### src/rtl/vend_payment_unit_pkg.sv
// Shared constants and state types for the vending-machine payment datapath.
package vend_payment_unit_pkg;

    localparam int unsigned VEND_NUM_ITEMS = 8;
    localparam int unsigned VEND_BAL_W     = 9;

    localparam int unsigned COIN_NICKEL  = 5;
    localparam int unsigned COIN_DIME    = 10;
    localparam int unsigned COIN_QUARTER = 25;
    localparam int unsigned COIN_DOLLAR  = 100;

    // Encoding driven by the external vend state machine.
    typedef enum logic [1:0] {
        SELECT = 2'b00,
        PAY    = 2'b01,
        VEND   = 2'b10,
        CANCEL = 2'b11
    } vend_state_e;

    typedef enum logic [2:0] {
        IDLE,
        COLLECT,
        REDUCE,
        FINISH,
        REFUND
    } pay_state_e;

endpackage

### src/rtl/vend_payment_unit_change_dispenser.sv
// Greedy conversion of a change amount into quarter/dime/nickel counts.
module vend_payment_unit_change_dispenser
    import vend_payment_unit_pkg::*;
#(
    parameter int unsigned BAL_W = VEND_BAL_W
) (
    input  logic [BAL_W-1:0] change,
    output logic [4:0]       quarter_o,
    output logic [4:0]       dime_o,
    output logic [4:0]       nickel_o
);

    logic [BAL_W-1:0] quarters;
    logic [BAL_W-1:0] rem_quarter;
    logic [BAL_W-1:0] dimes;
    logic [BAL_W-1:0] rem_dime;
    logic [BAL_W-1:0] nickels;

    // Sub-nickel remainder is simply dropped.
    always_comb begin
        quarters    = change / BAL_W'(COIN_QUARTER);
        rem_quarter = change % BAL_W'(COIN_QUARTER);
        dimes       = rem_quarter / BAL_W'(COIN_DIME);
        rem_dime    = rem_quarter % BAL_W'(COIN_DIME);
        nickels     = rem_dime / BAL_W'(COIN_NICKEL);
        quarter_o   = quarters[4:0];
        dime_o      = dimes[4:0];
        nickel_o    = nickels[4:0];
    end

endmodule

### src/rtl/vend_payment_unit_clock_gate_latch.sv
// Latch-based clock gate: enable is captured while clk is low so gclk never glitches.
module vend_payment_unit_clock_gate_latch (
    input  logic clk,
    input  logic clk_en,
    output logic gclk
);

    logic en_l;

    always_latch begin
        if (!clk) en_l <= clk_en;
    end

    assign gclk = clk & en_l;

endmodule

### src/rtl/vend_payment_unit.sv
// Payment datapath: coin accumulation, card charge, inventory/state handshakes and refunds.
module vend_payment_unit
    import vend_payment_unit_pkg::*;
#(
    parameter int unsigned NUM_ITEMS = VEND_NUM_ITEMS,
    parameter int unsigned BAL_W     = VEND_BAL_W
) (
    input  logic                   clk2,
    input  logic                   rst,
    input  logic                   clk_en,
    output logic                   gclk,
    input  logic [1:0]             state,
    input  logic                   cancelled,
    input  logic                   payment_method,
    input  logic [8*NUM_ITEMS-1:0] store_cost,
    input  logic [3:0]             cur_index,
    input  logic [BAL_W-1:0]       cred_balance,
    input  logic                   dollar,
    input  logic                   quarter,
    input  logic                   dime,
    input  logic                   nickel,
    input  logic                   full_inventory,
    input  logic                   reduce_inventory_done,
    input  logic                   change_state_done,
    output logic                   reduce_inventory,
    output logic                   change_state,
    output logic                   cancelled_done,
    output logic [BAL_W-1:0]       balance,
    output logic [BAL_W-1:0]       new_credit,
    output logic [BAL_W-1:0]       change,
    output logic [4:0]             quarter_o,
    output logic [4:0]             dime_o,
    output logic [4:0]             nickel_o
);

    pay_state_e fsm, fsm_next;

    logic [3:0]       coins;
    logic [3:0]       coin_prev;
    logic [3:0]       rise;
    logic [BAL_W:0]   coin_sum;
    logic [BAL_W:0]   coin_total;

    logic [7:0]       cost;
    logic             cost_valid;
    logic [BAL_W-1:0] cost_ext;
    logic             funds_ok;
    logic             start_ok;
    logic             cancel_req;

    logic [BAL_W-1:0] balance_next, change_next, new_credit_next;
    logic             reduce_next, cstate_next, cdone_next;

    assign coins = {dollar, quarter, dime, nickel};
    assign rise  = coins & ~coin_prev;

    always_comb begin
        coin_sum = '0;
        if (rise[3]) coin_sum = coin_sum + (BAL_W+1)'(COIN_DOLLAR);
        if (rise[2]) coin_sum = coin_sum + (BAL_W+1)'(COIN_QUARTER);
        if (rise[1]) coin_sum = coin_sum + (BAL_W+1)'(COIN_DIME);
        if (rise[0]) coin_sum = coin_sum + (BAL_W+1)'(COIN_NICKEL);
    end

    // The extra top bit flags a total that would not fit in the balance.
    assign coin_total = {1'b0, balance} + coin_sum;

    always_comb begin
        cost       = '0;
        cost_valid = 1'b0;
        for (int unsigned i = 0; i < NUM_ITEMS; i++) begin
            if (cur_index == 4'(i)) begin
                cost       = store_cost[8*i +: 8];
                cost_valid = 1'b1;
            end
        end
    end

    assign cost_ext   = BAL_W'(cost);
    assign funds_ok   = payment_method ? (cred_balance >= cost_ext) : (balance >= cost_ext);
    assign start_ok   = cost_valid && full_inventory && (cost != '0) && funds_ok;
    assign cancel_req = cancelled || (state == CANCEL);

    always_comb begin
        fsm_next        = fsm;
        balance_next    = balance;
        change_next     = change;
        new_credit_next = new_credit;
        reduce_next     = reduce_inventory;
        cstate_next     = change_state;
        cdone_next      = cancelled_done;

        if (change_state && change_state_done) cstate_next = 1'b0;
        if (cancelled_done && !cancelled && (state != CANCEL)) cdone_next = 1'b0;
        if (fsm == IDLE) change_next = '0;

        if (state == SELECT) begin
            fsm_next = IDLE;
        end else begin
            case (fsm)
                IDLE: begin
                    if (state == PAY) fsm_next = COLLECT;
                end
                COLLECT: begin
                    if (!payment_method && !coin_total[BAL_W])
                        balance_next = coin_total[BAL_W-1:0];
                    // Cancel takes priority over a purchase that could start this cycle.
                    if (cancel_req) begin
                        change_next  = balance;
                        balance_next = '0;
                        cdone_next   = 1'b1;
                        fsm_next     = REFUND;
                    end else if (start_ok) begin
                        reduce_next = 1'b1;
                        fsm_next    = REDUCE;
                    end
                end
                REDUCE: begin
                    if (reduce_inventory_done) begin
                        reduce_next = 1'b0;
                        cstate_next = 1'b1;
                        fsm_next    = FINISH;
                        if (payment_method) begin
                            new_credit_next = cred_balance - cost_ext;
                            change_next     = '0;
                        end else begin
                            change_next  = balance - cost_ext;
                            balance_next = '0;
                        end
                    end
                end
                FINISH, REFUND: begin
                end
                default: fsm_next = IDLE;
            endcase
        end
    end

    always_ff @(posedge clk2) begin
        if (rst) begin
            fsm              <= IDLE;
            coin_prev        <= '0;
            balance          <= '0;
            change           <= '0;
            new_credit       <= '0;
            reduce_inventory <= 1'b0;
            change_state     <= 1'b0;
            cancelled_done   <= 1'b0;
        end else begin
            fsm              <= fsm_next;
            coin_prev        <= coins;
            balance          <= balance_next;
            change           <= change_next;
            new_credit       <= new_credit_next;
            reduce_inventory <= reduce_next;
            change_state     <= cstate_next;
            cancelled_done   <= cdone_next;
        end
    end

    vend_payment_unit_change_dispenser #(
        .BAL_W(BAL_W)
    ) u_dispenser (
        .change    (change),
        .quarter_o (quarter_o),
        .dime_o    (dime_o),
        .nickel_o  (nickel_o)
    );

    vend_payment_unit_clock_gate_latch u_cg (
        .clk    (clk2),
        .clk_en (clk_en),
        .gclk   (gclk)
    );

endmodule

### config.mk
export PLATFORM = sky130hd
export DESIGN_NAME = vend_payment_unit
export DESIGN_NICKNAME = d
export VERILOG_FILES = /design/src/rtl/vend_payment_unit_pkg.sv /design/src/rtl/vend_payment_unit_change_dispenser.sv /design/src/rtl/vend_payment_unit_clock_gate_latch.sv /design/src/rtl/vend_payment_unit.sv
export SDC_FILE = /design/constraint.sdc
export NUM_CORES = 1
export LEC_CHECK = 0
export BUFFER_PORTS_ARGS = -buffer_cell sky130_fd_sc_hd__buf_2
export CORE_ASPECT_RATIO = 1.25
export CORE_MARGIN = 8
export CORE_UTILIZATION = 52
export CTS_CLUSTER_DIAMETER = 120
export DETAILED_ROUTE_END_ITERATION = 10
export PLACE_DENSITY = 0.84
export SKIP_CTS_REPAIR_TIMING = 1
export SYNTH_ARGS = -nofsm -noshare
export SYNTH_HDL_FRONTEND = slang
export SYNTH_SLANG_ARGS = --single-unit
### constraint.sdc
create_clock -name clk2 -period 16.7 [get_ports clk2]
set_input_delay 0.835 -clock clk2 [delete_from_list [all_inputs] [get_ports clk2]]
set_output_delay 0.835 -clock clk2 [all_outputs]
set_load 0.02 [all_outputs]
Word-level counts from Yosys, hierarchy flattened
Cells that the tools add are included.
{ "word_totals": {"latch_bits": 1, "regBits": 37, "out_inout_bits": 46, "in_bits": 91} }
{ "classes": {"n_reduce_logical": 22, "div_mod_pow": 5, "magnitude_cmp": 2, "addsub": 6, "eq_ne": 21, "n_mux": 50, "bitwise": 5} }
{ "ops": {"columns": ["op", "count"], "rows": [
  ["$mux 9", 9],
  ["$mux 8", 8],
  ["$pmux 9 s2", 2],
  ["$mux 10", 3],
  ["$mux 1", 21],
  ["$ge 9x8->1", 2],
  ["$sub 9x8->9", 2],
  ["$eq 4x3->1 const B", 4],
  ["$mux 3", 4],
  ["$pmux 3 s4", 1],
  ["$add 10x3->10 const B", 1],
  ["$add 10x4->10 const B", 1],
  ["$add 10x5->10 const B", 1],
  ["$add 9x10->10", 1],
  ["$ne 2x2->1 const B", 5],
  ["$reduce_and 5->1", 2],
  ["$div 9x3->9 const B", 1],
  ["$div 9x4->9 const B", 1],
  ["$div 9x5->9 const B", 1],
  ["$mod 9x4->9 const B", 1],
  ["$mod 9x5->9 const B", 1],
  ["$eq 4x2->1 const B", 2],
  ["$reduce_and 4->1", 2],
  ["$reduce_bool 8->1", 1],
  ["other kinds (22)", 34]
]} }

Logic depth before layout (Yosys ltp)
{ "logic_depth": {"word_depth": 15, "ltp_mapped": 42} }

Modules after synthesis
From an unflattened synthesis, not the netlist that was laid out.
{ "hier_totals": {"hier_cells": 848, "hier_area_um2": 6232.2} }
{ "modules_own_cells": {"columns": ["mod", "area_per_inst_um2", "cells_each", "instances"], "rows": [
  ["vend_payment_unit", 3629.7, 472, 1],
  ["vend_payment_unit_change_dispenser", 2581.2, 374, 1],
  ["vend_payment_unit_clock_gate_latch", 21.3, 2, 1]
]} }

==> reports/results.tsv <==
stage	metric	value	unit
outcome	status	finished, final reports clean	
critical_path	Worst R2R Start	coin_prev[2]	
sta	skew final	4.96	ps
run	max-cap violations	0	
die	die area	15000	um2
logic_synthesis	largest family of logic cells by synthesized area	compound AO/OA/AOI/OAI gates	
sta	Max-slew headroom	37.5	%
die	DIE HEIGHT	135	um
finish	post-route cell area	6830	um2
logic_synthesis	ys async rst share	0	%
critical_path	worst reg-to-reg setup slack	12550	ps
sta	Final Hold Vio Count	0	
route	Vias/cell	6.18	
logic_synthesis	main flop type after synthesis	dfxtp_1	
power	pwr dens	69.6	nW/um2
logic_synthesis	EDFF count, synth	0	
sta	setup tns final	0	ps
sta	fmax	0.0950	GHz
sta	worst hold slack	480	ps
route	DRT met1 WL	7150	um
logic_synthesis	Synth cell types	96	
route	DRT antenna net count	0	
critical_path	slowest stage cell, crit path	dfxtp_1	
finish	share of cells above drive strength 1	20.8	%
logic_synthesis	Simple-Gate Fraction of Synth Area	25.1	%
route	DR top layer	met4	
critical_path	WS Path Type	flop to primary output	
placement	I/O Buffers	136	
hold_path	hold path depth	2	
critical_path	FF-to-FF End	balance[4]	
die	Starting Density	53.1	%
logic_synthesis	Synth top area share	12.6	%
placement	Final GP Congestion	0.897	
route	drt drc	0	
critical_path	Setup crit end kind	primary output	
finish	Area Overhead vs Synth	16.1	%
route	Vias	6604	
sta	unrepaired setup endpoints after global routing	false	
die	IO Count	137	
power	Leak	3.04	nW
placement	hpwl dp	13800	um
route	Met3 Routed Length	1070	um
critical_path	r2r worst-path depth	18	
power	worst IR drop on VDD	78.5	uV
die	# rows	43	
critical_path	Buf/Inv on CP	3	
sta	setup slack after layout	6180	ps
die	total core area	11100	um2
logic_synthesis	post-synthesis area per instance	7.22	um2
route	drt wl/cell	16.6	um
hold_path	Hold Crit Class	flop to flop	
clock_tree	clock slew at reported path FFs	60	ps
logic_synthesis	Synth Net Count	951	
sta	final setup fails	0	
route	total length of routed wires	17700	um
logic_synthesis	post-synthesis cell area	5880	um2
logic_synthesis	cell taking the most area after synthesis	dfxtp_1	
logic_synthesis	Post-Synth XOR/XNOR Area	5.64	%
grt	GRT Util Overall	22.6	%
placement	Placement Setup Slack	6780	ps
grt	largest net degree at the start of global routing	38	
clock_tree	TritonCTS clock tree	built	
placement	cell area after placement	6590	um2
logic_synthesis	Ys Warns	0	
grt	initial antenna violation count	0	
finish	most frequent cells in the layout	buf_2 (136), nor2_1 (100), a21oi_1 (69)	
critical_path	CP max FO	26	
sta	Final period util	63.0	%
finish	most common cell after layout, fill and taps aside	buf_2	
finish	n_diodes	0	
logic_synthesis	mux share of post-synthesis cell area	6.53	%
logic_synthesis	Synth Area in Compound Gates	34.4	%
logic_synthesis	Synth area leaders	dfxtp_1 (13%), ha_1 (8.9%), nor2_1 (6.4%), a21oi_1 (5.9%), o21ai_0 (4.2%)	
grt	vias in the first global route	6407	
finish	fin nets	1068	
critical_path	Top delay family on crit path	compound AO/OA/AOI/OAI gates	
route	Initial DRC Count	513	
logic_synthesis	Synth Register Bits	38	
placement	Inst Count DP	1057	
critical_path	kind of start point of the critical path	flop	
sta	max-slew violations	0	
hold_path	hold_sp	new_credit[6]	
route	drt first pass iters	5	
die	Die W	111	um
clock_tree	Worst-Skew Late Latency	400	ps
finish	fill cell count	1004	
sta	min Tclk post-route	10520	ps
logic_synthesis	Post-Syn Instances	815	
critical_path	worst endpoint required time	15870	ps
grt	global-route wire length before repair	29600	um
route	DR WL met2	8940	um
hold_path	WHS Endpoint	new_credit[6]	
logic_synthesis	Post-Synth Adder-Cell Area	10.1	%
grt	GR Overflow Total	0	
sta	Least-Margin Pin Slew	934	ps
critical_path	crit-path max cell delay	810	ps
finish	Cell Count, Final, Fillers Out	1068	
critical_path	CP arrival	9690	ps
[worst reg2reg max path: stages, from the launching register on]
cell      delay, ps
dfxtp_1         300
nand2b_1        210
inv_1           130
ha_1            350
nor2_1          150
a21o_1          130
ha_1            230
a21o_1          180
a21o_1          190
a21o_1          180
a21oi_1         240
o21bai_1         90
a21oi_1         200
nor2b_1          80
o21ai_0         180
a21oi_1         100
nor2_1          730
mux2i_1         280
nor2_1           60
[power by group]
group / leakage, nW / internal (mW) / switching [mW]
Combinational: 2.61 / 0.0918 / 0.139
Clock: 0.121 / 0.0966 / 0.0465
Sequential: 0.308 / 0.0947 / 0.00656
[state kept, by name, indices dropped and copies added, names as in the netlist]
| register | flops |
|---|---|
| coin_prev | 4 |
| u_cg.en_l | 1 |
| change_state | 1 |
| fsm | 3 |
| new_credit | 9 |
| cancelled_done | 1 |
| reduce_inventory | 1 |
| balance | 9 |
| change | 9 |
[layout make-up]
type	count	area, um2	share of cell area [%]
inverters	45	170	2.49
clock buffers	12	238	3.48
flip-flops and latches	38	756	11.1
multi-input cells	702	4810	70.5
repair buffers	136	683	10.0
well taps	135	169	2.47
[per-layer routing]
layer  global-route usage, %  vias to the layer above
met5                       0                        -
met4                    8.83                        0
met3                    4.79                       45
met2                    41.0                      244
met1                    25.2                     3054
li1                        -                     3261
[worst max-delay path by stage]
| stage | to | start | cells after the start |
|---|---|---|---|
| after global routing | nickel_o[0] | change[6] | 39 |
| after global placement | gclk | u_cg.en_l | 2 |
| final | nickel_o[0] | change[6] | 39 |
| after CTS | nickel_o[0] | change[6] | 39 |
| after detailed placement | nickel_o[0] | change[6] | 39 |
| after floorplan | gclk | u_cg.en_l | 1 |
[synthesized netlist by cell type, types with 3 or more instances]
| master | instances |
|---|---|
| and2_1 | 8 |
| xnor2_1 | 25 |
| a211o_1 | 5 |
| nand3_1 | 9 |
| a21oi_2 | 3 |
| a22oi_1 | 10 |
| nand3b_1 | 5 |
| a31oi_1 | 10 |
| o31ai_1 | 3 |
| nor3b_1 | 4 |
| nor2b_1 | 18 |
| a211oi_1 | 6 |
| o211ai_1 | 9 |
| nand2b_1 | 17 |
| o21bai_1 | 4 |
| o21ai_0 | 49 |
| o21ai_1 | 7 |
| and3_1 | 7 |
| a21o_1 | 28 |
| a2111oi_0 | 4 |
| a221oi_1 | 7 |
| a21oi_1 | 69 |
| o21a_1 | 12 |
| nand2_1 | 57 |
| ha_1 | 42 |
| mux2i_1 | 22 |
| nand4_1 | 14 |
| xor2_1 | 11 |
| inv_1 | 43 |
| a311o_1 | 4 |
| dfxtp_1 | 37 |
| or2_2 | 5 |
| mux2_4 | 4 |
| clkbuf_1 | 16 |
| o22ai_1 | 9 |
| o221ai_1 | 3 |
| nor3_1 | 34 |
| buf_2 | 9 |
| a22o_1 | 6 |
| a21oi_4 | 3 |
| or3_1 | 7 |
| mux2_2 | 6 |
| fa_1 | 3 |
| nor2_1 | 100 |
[logic make-up after synthesis]
kind of cell	count (synthesis)
XOR/XNOR	37
AO/OA/AOI/OAI	287
flip-flops	37
AND/OR/NAND/NOR	298
adder cells (fa/ha/maj)	46
latches	1
multiplexers	34
buffers and inverters	75
[per-stage QoR]
| step | utilization [%] | power [mW] |
|---|---|---|
| 2_1_floorplan | - | 0.277 |
| 3_3_place_gp | 59.5 | 0.325 |
| 3_5_place_dp | 59.5 | 0.330 |
| 4_1_cts | 61.6 | 0.471 |
| 5_1_grt | 61.6 | 0.504 |
| 6_report | 61.6 | 0.475 |
Power figures use the tool's default switching activity.
